$ cat src/rtl/can_pkg.sv
// rtl/can_pkg.sv - shared FSM states, CAN frame field constants and the CRC-15 step function
package can_pkg;

  typedef enum logic [2:0] {
    WAIT_IDLE,
    IDLE,
    RECV,
    DELIM,
    REPORT
  } state_t;

  localparam int STUFF_BITS       = 66;
  localparam int CRC_COVERED_BITS = 51;
  localparam int CRC_BITS         = 15;
  localparam int ID_BITS          = 11;
  localparam int DATA_BITS        = 32;
  localparam int RUN_LIMIT        = 5;

  localparam logic [5:0]  CTRL_VALUE = 6'b000100;
  localparam logic [14:0] CRC_POLY   = 15'h4599;

  // One bit of the CAN CRC-15 shift register, MSB-first.
  function automatic logic [14:0] crc15_step(input logic [14:0] crc, input logic din);
    logic fb;
    fb = din ^ crc[14];
    crc15_step = {crc[13:0], 1'b0} ^ (fb ? CRC_POLY : 15'h0000);
  endfunction

endpackage

$ cat src/rtl/can_crc15_serial.sv
// rtl/can_crc15_serial.sv - serial CAN CRC-15 accumulator, used only when CAN_RX_CRC_CHECK_EN is defined
module can_crc15_serial
  import can_pkg::*;
(
  input  logic        clock_i,
  input  logic        reset_i,
  input  logic        clear_i,
  input  logic        enable_i,
  input  logic        bit_i,
  output logic [14:0] crc_o
);

  always_ff @(posedge clock_i) begin
    if (reset_i || clear_i) begin
      crc_o <= '0;
    end else if (enable_i) begin
      crc_o <= crc15_step(crc_o, bit_i);
    end
  end

endmodule

$ cat src/rtl/can_bit_destuffer.sv
// rtl/can_bit_destuffer.sv - CAN RX bit destuffer and frame field extractor
// Optional CRC-15 check is enabled by defining CAN_RX_CRC_CHECK_EN.
module can_bit_destuffer
  import can_pkg::*;
#(
  parameter int IDLE_BITS = 11
) (
  input  logic        clock_i,
  input  logic        reset_i,
  input  logic        sample_pulse_i,
  input  logic        serial_i,
  output logic [10:0] msg_id_o,
  output logic [31:0] data_o,
  output logic [14:0] crc_o,
  output logic        valid_o,
  output logic        stuff_err_o,
  output logic        form_err_o,
  output logic        crc_err_o,
  output logic        bus_idle_o
);

  localparam int IW = $clog2(IDLE_BITS + 1);

  state_t        state;
  logic [IW-1:0] idle_cnt;
  logic [6:0]    bit_cnt;
  logic [2:0]    run_len;
  logic          last_bit;
  logic [64:0]   shreg;

  logic [6:0]    bit_cnt_nxt;
  logic [2:0]    run_nxt;
  logic [10:0]   rx_id;
  logic          rx_rtr;
  logic [5:0]    rx_ctrl;
  logic [31:0]   rx_data;
  logic [14:0]   rx_crc;

  // Everything after SOF is shifted in; the fields sit at fixed offsets once bit 66 arrives.
  assign rx_id   = shreg[64:54];
  assign rx_rtr  = shreg[53];
  assign rx_ctrl = shreg[52:47];
  assign rx_data = shreg[46:15];
  assign rx_crc  = shreg[14:0];

  assign bit_cnt_nxt = bit_cnt + 7'd1;
  assign run_nxt     = (serial_i == last_bit) ? run_len + 3'd1 : 3'd1;

`ifdef CAN_RX_CRC_CHECK_EN
  logic        crc_enable;
  logic [14:0] crc_calc;

  always_comb begin
    crc_enable = 1'b0;
    if (sample_pulse_i) begin
      if (state == IDLE && !serial_i) begin
        crc_enable = 1'b1;
      end
      if (state == RECV && run_len != 3'(RUN_LIMIT) && bit_cnt < 7'(CRC_COVERED_BITS)) begin
        crc_enable = 1'b1;
      end
    end
  end

  can_crc15_serial u_crc (
    .clock_i (clock_i),
    .reset_i (reset_i),
    .clear_i (state == WAIT_IDLE),
    .enable_i(crc_enable),
    .bit_i   (serial_i),
    .crc_o   (crc_calc)
  );
`else
  assign crc_err_o = 1'b0;
`endif

  always_ff @(posedge clock_i) begin
    if (reset_i) begin
      state       <= WAIT_IDLE;
      idle_cnt    <= '0;
      bit_cnt     <= '0;
      run_len     <= '0;
      last_bit    <= 1'b0;
      shreg       <= '0;
      msg_id_o    <= '0;
      data_o      <= '0;
      crc_o       <= '0;
      valid_o     <= 1'b0;
      stuff_err_o <= 1'b0;
      form_err_o  <= 1'b0;
`ifdef CAN_RX_CRC_CHECK_EN
      crc_err_o   <= 1'b0;
`endif
      bus_idle_o  <= 1'b0;
    end else begin
      valid_o     <= 1'b0;
      stuff_err_o <= 1'b0;
      form_err_o  <= 1'b0;
`ifdef CAN_RX_CRC_CHECK_EN
      crc_err_o   <= 1'b0;
`endif
      if (state == REPORT) begin
        msg_id_o <= rx_id;
        data_o   <= rx_data;
        crc_o    <= rx_crc;
        valid_o  <= 1'b1;
        state    <= WAIT_IDLE;
      end else if (sample_pulse_i) begin
        case (state)
          WAIT_IDLE: begin
            if (!serial_i) begin
              idle_cnt <= '0;
            end else if (idle_cnt == IW'(IDLE_BITS - 1)) begin
              idle_cnt   <= '0;
              state      <= IDLE;
              bus_idle_o <= 1'b1;
            end else begin
              idle_cnt <= idle_cnt + 1'b1;
            end
          end
          IDLE: begin
            if (!serial_i) begin
              state      <= RECV;
              bus_idle_o <= 1'b0;
              bit_cnt    <= 7'd1;
              run_len    <= 3'd1;
              last_bit   <= 1'b0;
            end
          end
          RECV: begin
            if (run_len == 3'(RUN_LIMIT)) begin
              if (serial_i == last_bit) begin
                stuff_err_o <= 1'b1;
                state       <= WAIT_IDLE;
              end else begin
                run_len  <= 3'd1;
                last_bit <= serial_i;
                if (bit_cnt == 7'(STUFF_BITS)) begin
                  state <= DELIM;
                end
              end
            end else begin
              shreg    <= {shreg[63:0], serial_i};
              bit_cnt  <= bit_cnt_nxt;
              run_len  <= run_nxt;
              last_bit <= serial_i;
              // A run of five on the final CRC bit still owes a stuff bit before the delimiter.
              if (bit_cnt_nxt == 7'(STUFF_BITS) && run_nxt != 3'(RUN_LIMIT)) begin
                state <= DELIM;
              end
            end
          end
          DELIM: begin
            state <= WAIT_IDLE;
            if (!serial_i || rx_rtr || rx_ctrl != CTRL_VALUE) begin
              form_err_o <= 1'b1;
            end
`ifdef CAN_RX_CRC_CHECK_EN
            else if (crc_calc != rx_crc) begin
              crc_err_o <= 1'b1;
            end
`endif
            else begin
              state <= REPORT;
            end
          end
          default: state <= WAIT_IDLE;
        endcase
      end
    end
  end

endmodule

$ cat config.mk
export PLATFORM = sky130hd
export DESIGN_NAME = can_bit_destuffer
export DESIGN_NICKNAME = d
export VERILOG_FILES = /design/src/rtl/can_pkg.sv /design/src/rtl/can_crc15_serial.sv /design/src/rtl/can_bit_destuffer.sv
export SDC_FILE = /design/constraint.sdc
export NUM_CORES = 1
export LEC_CHECK = 0
export CORE_UTILIZATION = 30
export CTS_CLUSTER_DIAMETER = 40
export CTS_CLUSTER_SIZE = 16
export DETAILED_ROUTE_END_ITERATION = 16
export HOLD_SLACK_MARGIN = 0.1
export SETUP_SLACK_MARGIN = 0.02
export SLEW_MARGIN = 20
export SYNTH_ARGS = -nofsm -noshare
export SYNTH_HDL_FRONTEND = slang
export SYNTH_SLANG_ARGS = --single-unit
$ cat constraint.sdc
create_clock -name clock_i -period 1.99 [get_ports clock_i]
set_input_delay 0.398 -clock clock_i [delete_from_list [all_inputs] [get_ports clock_i]]
set_output_delay 0.398 -clock clock_i [all_outputs]
set_load 0.02 [all_outputs]
==> results of run 1 <==
==> final timing paths <==
check / startpoint / end / cells past startpoint
setup / recovery: bit_cnt[0] / state[1] / 7
hold / removal: reset_i / bus_idle_o / 2
setup reg to reg: bit_cnt[0] / state[1] / 7
hold reg to reg: shreg[61] / shreg[62] / 2
==> synthesized netlist by cell type, types with 2 or more instances <==
| cell type | count |
|---|---|
| nand2_1 | 142 |
| xnor2_1 | 3 |
| nor2b_1 | 3 |
| clkbuf_1 | 24 |
| a31oi_1 | 2 |
| a21oi_1 | 78 |
| nand2b_1 | 4 |
| dfxtp_1 | 145 |
| or2_2 | 2 |
| or4_1 | 3 |
| inv_1 | 6 |
| buf_2 | 13 |
| nand3_1 | 4 |
| o21ai_0 | 13 |
| nand3b_1 | 5 |
| buf_4 | 5 |
| and3_1 | 3 |
| xor2_1 | 3 |
| a22o_1 | 58 |
| nand4_1 | 3 |
| mux2i_1 | 2 |
| or3_1 | 3 |
| o31ai_1 | 2 |
| nor3_1 | 7 |
| ha_1 | 7 |
| a211oi_1 | 2 |
| nor2_1 | 21 |
==> worst max-delay path, cell delays in order, from the launching register on <==
cell,delay [ns]
dfxtp_2,0.32
inv_2,0.04
ha_2,0.14
nand2b_1,0.05
or4_4,0.43
a311o_1,0.39
a211oi_4,0.28
mux2i_1,0.22
==> cell type report <==
| type | instances | area (µm²) |
|---|---|---|
| well taps | 225 | 281.5 |
| fillers | 1668 | 10320 |
| repair buffers | 93 | 922.1 |
| inverters | 6 | 22.52 |
| multi-input cells | 388 | 2211 |
| clock buffers | 23 | 478.0 |
| clock inverters | 9 | 152.6 |
| flip-flops and latches | 145 | 2908 |
==> state kept, by name, indices dropped and copies added, names as in the netlist <==
| register | flops |
|---|---|
| shreg | 65 |
| data_o | 32 |
| crc_o | 15 |
| msg_id_o | 11 |
| bit_cnt | 7 |
| idle_cnt | 4 |
| run_len | 3 |
| state | 3 |
| bus_idle_o | 1 |
| form_err_o | 1 |
| last_bit | 1 |
| stuff_err_o | 1 |
| valid_o | 1 |
==> metrics by stage <==
| stage | power (mW) | util (%) | hold WS, ns | instance area [µm²] |
|---|---|---|---|---|
| after global routing | 6.589 | 40.33 | 0.3662 | 6975 |
| after global placement | 3.060 | 36.39 | 0.4528 | 6295 |
| final | 6.366 | 40.33 | 0.3536 | 6975 |
| after CTS | 6.438 | 40.28 | 0.3460 | 6967 |
| after detailed placement | 3.063 | 36.39 | 0.4605 | 6295 |
| after floorplan | 3.027 | - | 0.4360 | 5309 |
==> logic make-up after synthesis <==
logic type      Yosys count  synth area share [%]
compound gates          162                 20.36
xor+xnor                  6                0.9900
fa+ha+maj                 7                 1.650
buf+inv                  49                 4.266
flops                   145                 54.68
mux                       2                0.3771
other cells               1               0.07064
simple gates            210                 17.61
==> routing by layer <==
| metal | vias up | GRT usage (%) | share of wire (%) |
|---|---|---|---|
| met5 | - | 0 | 0 |
| li1 | 2153 | - | - |
| met4 | 0 | 6.679 | 1.7 |
| met1 | 1977 | 15.25 | 46 |
| met3 | 19 | 3.491 | 3.2 |
| met2 | 66 | 21.79 | 49 |
==> where the power goes <==
group / internal (mW) / switching (mW)
Combinational: 0.0235 / 0.0680
Sequential: 2.91 / 0.00247
Clock: 2.20 / 1.17
Total: 5.13 / 1.24
==> repair_timing <==
| action | 4_1_cts | 5_1_grt |
|---|---|---|
| pin swaps | 3 | 3 |
| setup buffers | 4 | 0 |
| endpoints found under the setup margin | 3 | 17 |
| resized for setup | 8 | 2 |
==> summary.txt, run 1 <==
STA
  – RSZ-0062 raised after global routing: yes
  – Hold Vio Cnt, Final: 0
  – Max-slew violations: 0
  – Clock Skews: slightly above 0.006 ns
  – Setup tns final: 0 ns
  – Final setup margin: ~0.044 ns
  – Final setup viols: 0
  – Max Freq: between 500 and 600 MHz
  – Period utilisation layout: 97.77%
  – Final min period: between 1.5 and 2 ns

CTS
  – TritonCTS Buffers: 17
  – CTS H-tree lvls: 4
  – # clock sinks: roughly 150
  – Clock Latency Late Sink: ~0.42 ns
  – CTS tree: built
  – Clock Tree Buf Depth: 2
  – Clk root buf: clkbuf_16
  – Worst-path clk slew: 0.06 ns
  – Hold_buf cts: 0

Logic synthesis
  – Post-synth net total: about 600
  – Ys Warns: 0
  – Yosys reg bits: between 100 and 150
  – Post-synth EDFFs: 0
  – Area leader, netlist: dfxtp_1
  – Syn_area_per_cell: ~9.1 µm²
  – Synth area leaders: dfxtp_1, nand2_1, a22o_1
  – Synth cell types: 46
  – Asr flop ratio synth: 0%
  – Syn Std Cell Area: approximately 5300 µm²
  – Share of the synthesized area in the top cell type: 54.68%
  – Mapped Cells: a little under 600
  – Post-synthesis sequential area ratio: a little over half
  – Most used DFF post-synth: dfxtp_1

Critical path
  – Crit. End Element: register
  – WP data arrival: between 2 and 2.5 ns
  – Worst Setup Path Type: register to register
  – Crit path max fanout: 3
  – Reg2Reg Setup Slack: about 0.044 ns
  – CP startpoint kind: register
  – Critical path data required time: around 2.3 ns

Final layout
  – # diodes: 0
  – Most frequent cells in the layout: nand2_1, dfxtp_1, a21oi_1
  – Area delta synth->final: 31.39%
  – Layout Nets: 662
  – Most common cell after layout, fill and taps aside: nand2_1
  – Layout cells sized above 1: 11.45%
  – Final Non-Filler Cells: 889

Drt
  – WL final: approximately 12 mm
  – 1st-iter DRT viols: around 210
  – Remaining routing DRC violations: 0
  – Final ANT Viol Nets: 0
  – Via count of the routed design: ~4200
  – DR WL/cell: between 10 and 15 µm
  – DRT Pass-1 Iters: 5
  – Via-per-instance ratio: roughly 4.7

Pwr
  – Worst IR Drop VDD: between 0.0005 and 0.0006 V
  – Power density over the cells: 912.7 nW/µm²
  – Leak: ~2.4 nW

Global routing
  – Largest net degree at the start of global routing: 64
  – First-pass GRT wire length: ~19 mm
  – Initial antenna violation count: 0
  – Vias in the first global route: approximately 3900
  – Total grt overflow: 0
  – Total GRT Usage: a little over an eighth

Hold path
  – Hold WC Path Type: primary input to register

Floorplanning
  – Starting density of the core: between 30% and 40%
  – Die height: approximately 140 µm
  – IO Count: 67
  – Core Area: roughly 17000 µm²
  – Die Wd: approximately 140 µm
  – Rows: between 40 and 50
  – Die area: between 15000 and 20000 µm²

Placed design
  – Placed Cells: ~850
  – Post-DP HPWL: 7.418 mm
  – GPL Wtd Cong: about 0.8
  – Port bufs: 65
  – DP Worst Slack: -0.2769 ns

Outcome
  – Outcome: finished, final reports clean

Run
  – Max_cap viols: 0
Power figures use the tool's default switching activity.
==> run 2, diff against run 1 <==
SLEW_MARGIN = 25   (was 20)
TNS_END_PERCENT = 1   (was default)
==> run 2 against run 1 <==
Compared with the run above:
- clock-buffer cell count did not move
- clock power about the same
- global-route usage about the same
- critical path depth is the same
- combinational power is essentially flat
- sequential cell count unchanged
- sequential power about the same
- die area did not move
==> summary.txt, run 2 (same netlist as run 1, synthesis figures left out) <==
STA
  – Hold Vio Cnt, Final: 0 (unchanged)
  – Max-slew violations: 0 (unchanged)
  – Period utilisation layout: 98.13% (was 97.77%)
  – Final setup viols: 0 (unchanged)
  – Worst slew margin: between 50% and 60%
  – Max Freq: 512.1 MHz (was 514.0 MHz)
  – Clock Skews: 0.004920 ns (was 0.006089 ns)
  – Worst slew pin tran: 0.6407 ns
  – Final min period: 1.953 ns (was 1.946 ns)
  – WHS: 0.3536 ns (about the same)
  – RSZ-0062 raised after global routing: yes (unchanged)

Pwr
  – Worst IR Drop VDD: 0.0005972 V (was 0.0005873 V)
  – Int Pwr: 5.125 mW (was 5.127 mW)
  – Power density over the cells: 914.2 nW/µm² (was 912.7 nW/µm²)
  – Comb power frac: 1.4% (about the same)
  – Total net switching power: 1.238 mW (was 1.240 mW)
  – Sw frac: 19.45% (was 19.47%)
  – Leak: 2.419 nW (was 2.429 nW)
  – Seq pwr share: 45.7% (about the same)
  – Clk network pwr share: 52.9% (about the same)

Final layout
  – Fin util: 40.24% (was 40.33%)
  – Area delta synth->final: 31.11% (was 31.39%)
  – # diodes: 0 (unchanged)
  – Most common cell after layout, fill and taps aside: nand2_1 (unchanged)
  – Max reg flops: 65 (unchanged)
  – Top reg by flops: shreg (unchanged)
  – Filler cells: 1671 (was 1668)
  – Most frequent cells in the layout: nand2_1, dfxtp_1, a21oi_1 (unchanged)
  – Largest registers: shreg (65), data_o (32), crc_o (15) (unchanged)
  – Layout Nets: 660 (was 662)
  – Layout cells sized above 1: 10.88% (was 11.45%)

Floorplanning
  – Die Wd: 135.0 µm (unchanged)
  – Die area: 18230 µm² (unchanged)
  – Rows: 48 (unchanged)
  – Die height: 135.0 µm (unchanged)
  – IO Count: 67 (unchanged)
  – Starting density of the core: 30.69% (unchanged)
  – Core Area: 17300 µm² (unchanged)

Global routing
  – First-pass GRT wire length: 18.63 mm (was 18.64 mm)
  – Total grt overflow: 0 (unchanged)
  – Initial antenna violation count: 0 (unchanged)
  – Vias in the first global route: 3899 (was 3908)
  – Largest net degree at the start of global routing: 64 (unchanged)
  – Total GRT Usage: 13.01% (was 13.02%)

Drt
  – 1st-iter DRT viols: 221 (was 214)
  – Via count of the routed design: 4224 (was 4215)
  – DR WL/cell: 13.06 µm (about the same)
  – Final ANT Viol Nets: 0 (unchanged)
  – Via-per-instance ratio: 4.762 (was 4.741)
  – Remaining routing DRC violations: 0 (unchanged)
  – Met2 Wirelength: 5.755 mm (was 5.741 mm)
  – Metal-1 WL: 5.225 mm (was 5.289 mm)
  – DRT Pass-1 Iters: 4 (was 5)
  – Max layer used: met4 (unchanged)
  – Met3 routed WL: 401 µm (was 375 µm)
  – WL final: 11.59 mm (was 11.61 mm)

Critical path
  – CP Buf/Inv Count: 1 (unchanged)
  – Worst Setup Path Type: register to register (unchanged)
  – CP top delay family: compound AO/OA/AOI/OAI gates (unchanged)
  – Crit path max fanout: 3 (unchanged)
  – Crit. End Element: register (unchanged)
  – Crit path from: bit_cnt[0] (unchanged)
  – Reg2reg start: bit_cnt[0] (unchanged)
  – Max incr delay on CP: 0.43 ns (about the same)
  – Critical path data required time: 2.33 ns (about the same)
  – WP data arrival: 2.30 ns (was 2.29 ns)
  – Slowest stage cell, crit path: or4_4 (unchanged)
  – CP startpoint kind: register (unchanged)
  – Cells along the critical path: inv_1, ha_1, nand2b_1, or4_4, a311o_1, a211oi_4, mux2i_1 (was inv_2, ha_2, nand2b_1, or4_4, a311o_1, a211oi_4, mux2i_1)

Run
  – Max_cap viols: 0 (unchanged)

CTS
  – CTS H-tree lvls: 4 (unchanged)
  – Clock Latency Late Sink: 0.42 ns (about the same)
  – TritonCTS Buffers: 17 (unchanged)
  – # clock sinks: 145 (unchanged)
  – CTS tree: built (unchanged)
  – Hold_buf cts: 0 (unchanged)
  – Worst-path clk slew: 0.06 ns (about the same)
  – Clock Tree Buf Depth: 2 (unchanged)
  – Clk root buf: clkbuf_16 (unchanged)

Outcome
  – Outcome: finished, final reports clean (unchanged)

Hold path
  – Hold WC Path Type: primary input to register (unchanged)
  – Hold_sp: reset_i (unchanged)

Placed design
  – Post-DP HPWL: 7.418 mm (unchanged)
  – GPL Wtd Cong: 0.8205 (unchanged)
  – Port bufs: 65 (unchanged)
[run 2: cell types whose count changed in the layout (fill, tap and decap cells not counted), sizes merged]
cell  previous run  this run
buf             29        27
[run 2: final timing paths]
kind	endpoint	depth (start not counted)	slack, ns
max	state[1]	7	0.04
min	bus_idle_o	2	0.35
max reg2reg	state[1]	7	0.04
min reg2reg	shreg[62]	2	0.46
[run 2: final cells by class]
cell class / count / area [µm²] / share of cell area, %
well taps: 225 / 281.5 / 4.045
multi-input cells: 388 / 2208 / 31.73
inverters: 6 / 22.52 / 0.3236
clock inverters: 9 / 152.6 / 2.193
repair buffers: 91 / 907.1 / 13.03
flip-flops and latches: 145 / 2910 / 41.81
clock buffers: 23 / 478.0 / 6.867
[run 2: what timing repair did]
item | in CTS | in global routing
buffers inserted | 2 | 0
endpoints found under the hold margin | 0 | 0
pin swaps | 3 | 2
cloned | 0 | 0
setup endpoints to repair | 3 | 17
resized for setup | 5 | 3
[run 2: worst reg2reg max path: stages, from the launching register on]
cell      delay [ns]
dfxtp_2         0.33
inv_1           0.05
ha_1            0.13
nand2b_1        0.06
or4_4           0.43
a311o_1         0.39
a211oi_4        0.28
mux2i_1         0.22
[run 2: power by group through the flow]
| stage | sequential (mW) | clock (mW) | combinational (mW) |
|---|---|---|---|
| after global placement | 2.97 | 0 | 0.0893 |
| final | 2.91 | 3.36 | 0.0915 |
| after global routing | 2.90 | 3.58 | 0.0998 |
| after detailed placement | 2.97 | 0 | 0.0924 |
| after floorplan | 2.97 | 0 | 0.0566 |
| after CTS | 2.91 | 3.44 | 0.0924 |
[run 2: metal layers]
layer / track usage, % / vias up
met5: 0 / -
met4: 6.679 / 0
met3: 3.491 / 20
met2: 21.79 / 80
met1: 15.23 / 1976
li1: - / 2148
[run 2: through the flow]
step / setup TNS [ns] / worst slack [ns] / cell area (µm²) / std cells / power [mW]
2_1_floorplan: 0 / 0.1700 / 5309 / 582 / 3.027
3_3_place_gp: -1.189 / -0.2047 / 6295 / 853 / 3.060
3_5_place_dp: -2.463 / -0.2769 / 6295 / 853 / 3.063
4_1_cts: -0.01433 / -0.01382 / 6949 / 887 / 6.438
5_1_grt: -0.03179 / -0.02343 / 6960 / 887 / 6.587
6_report: 0 / 0.03729 / 6960 / 887 / 6.363
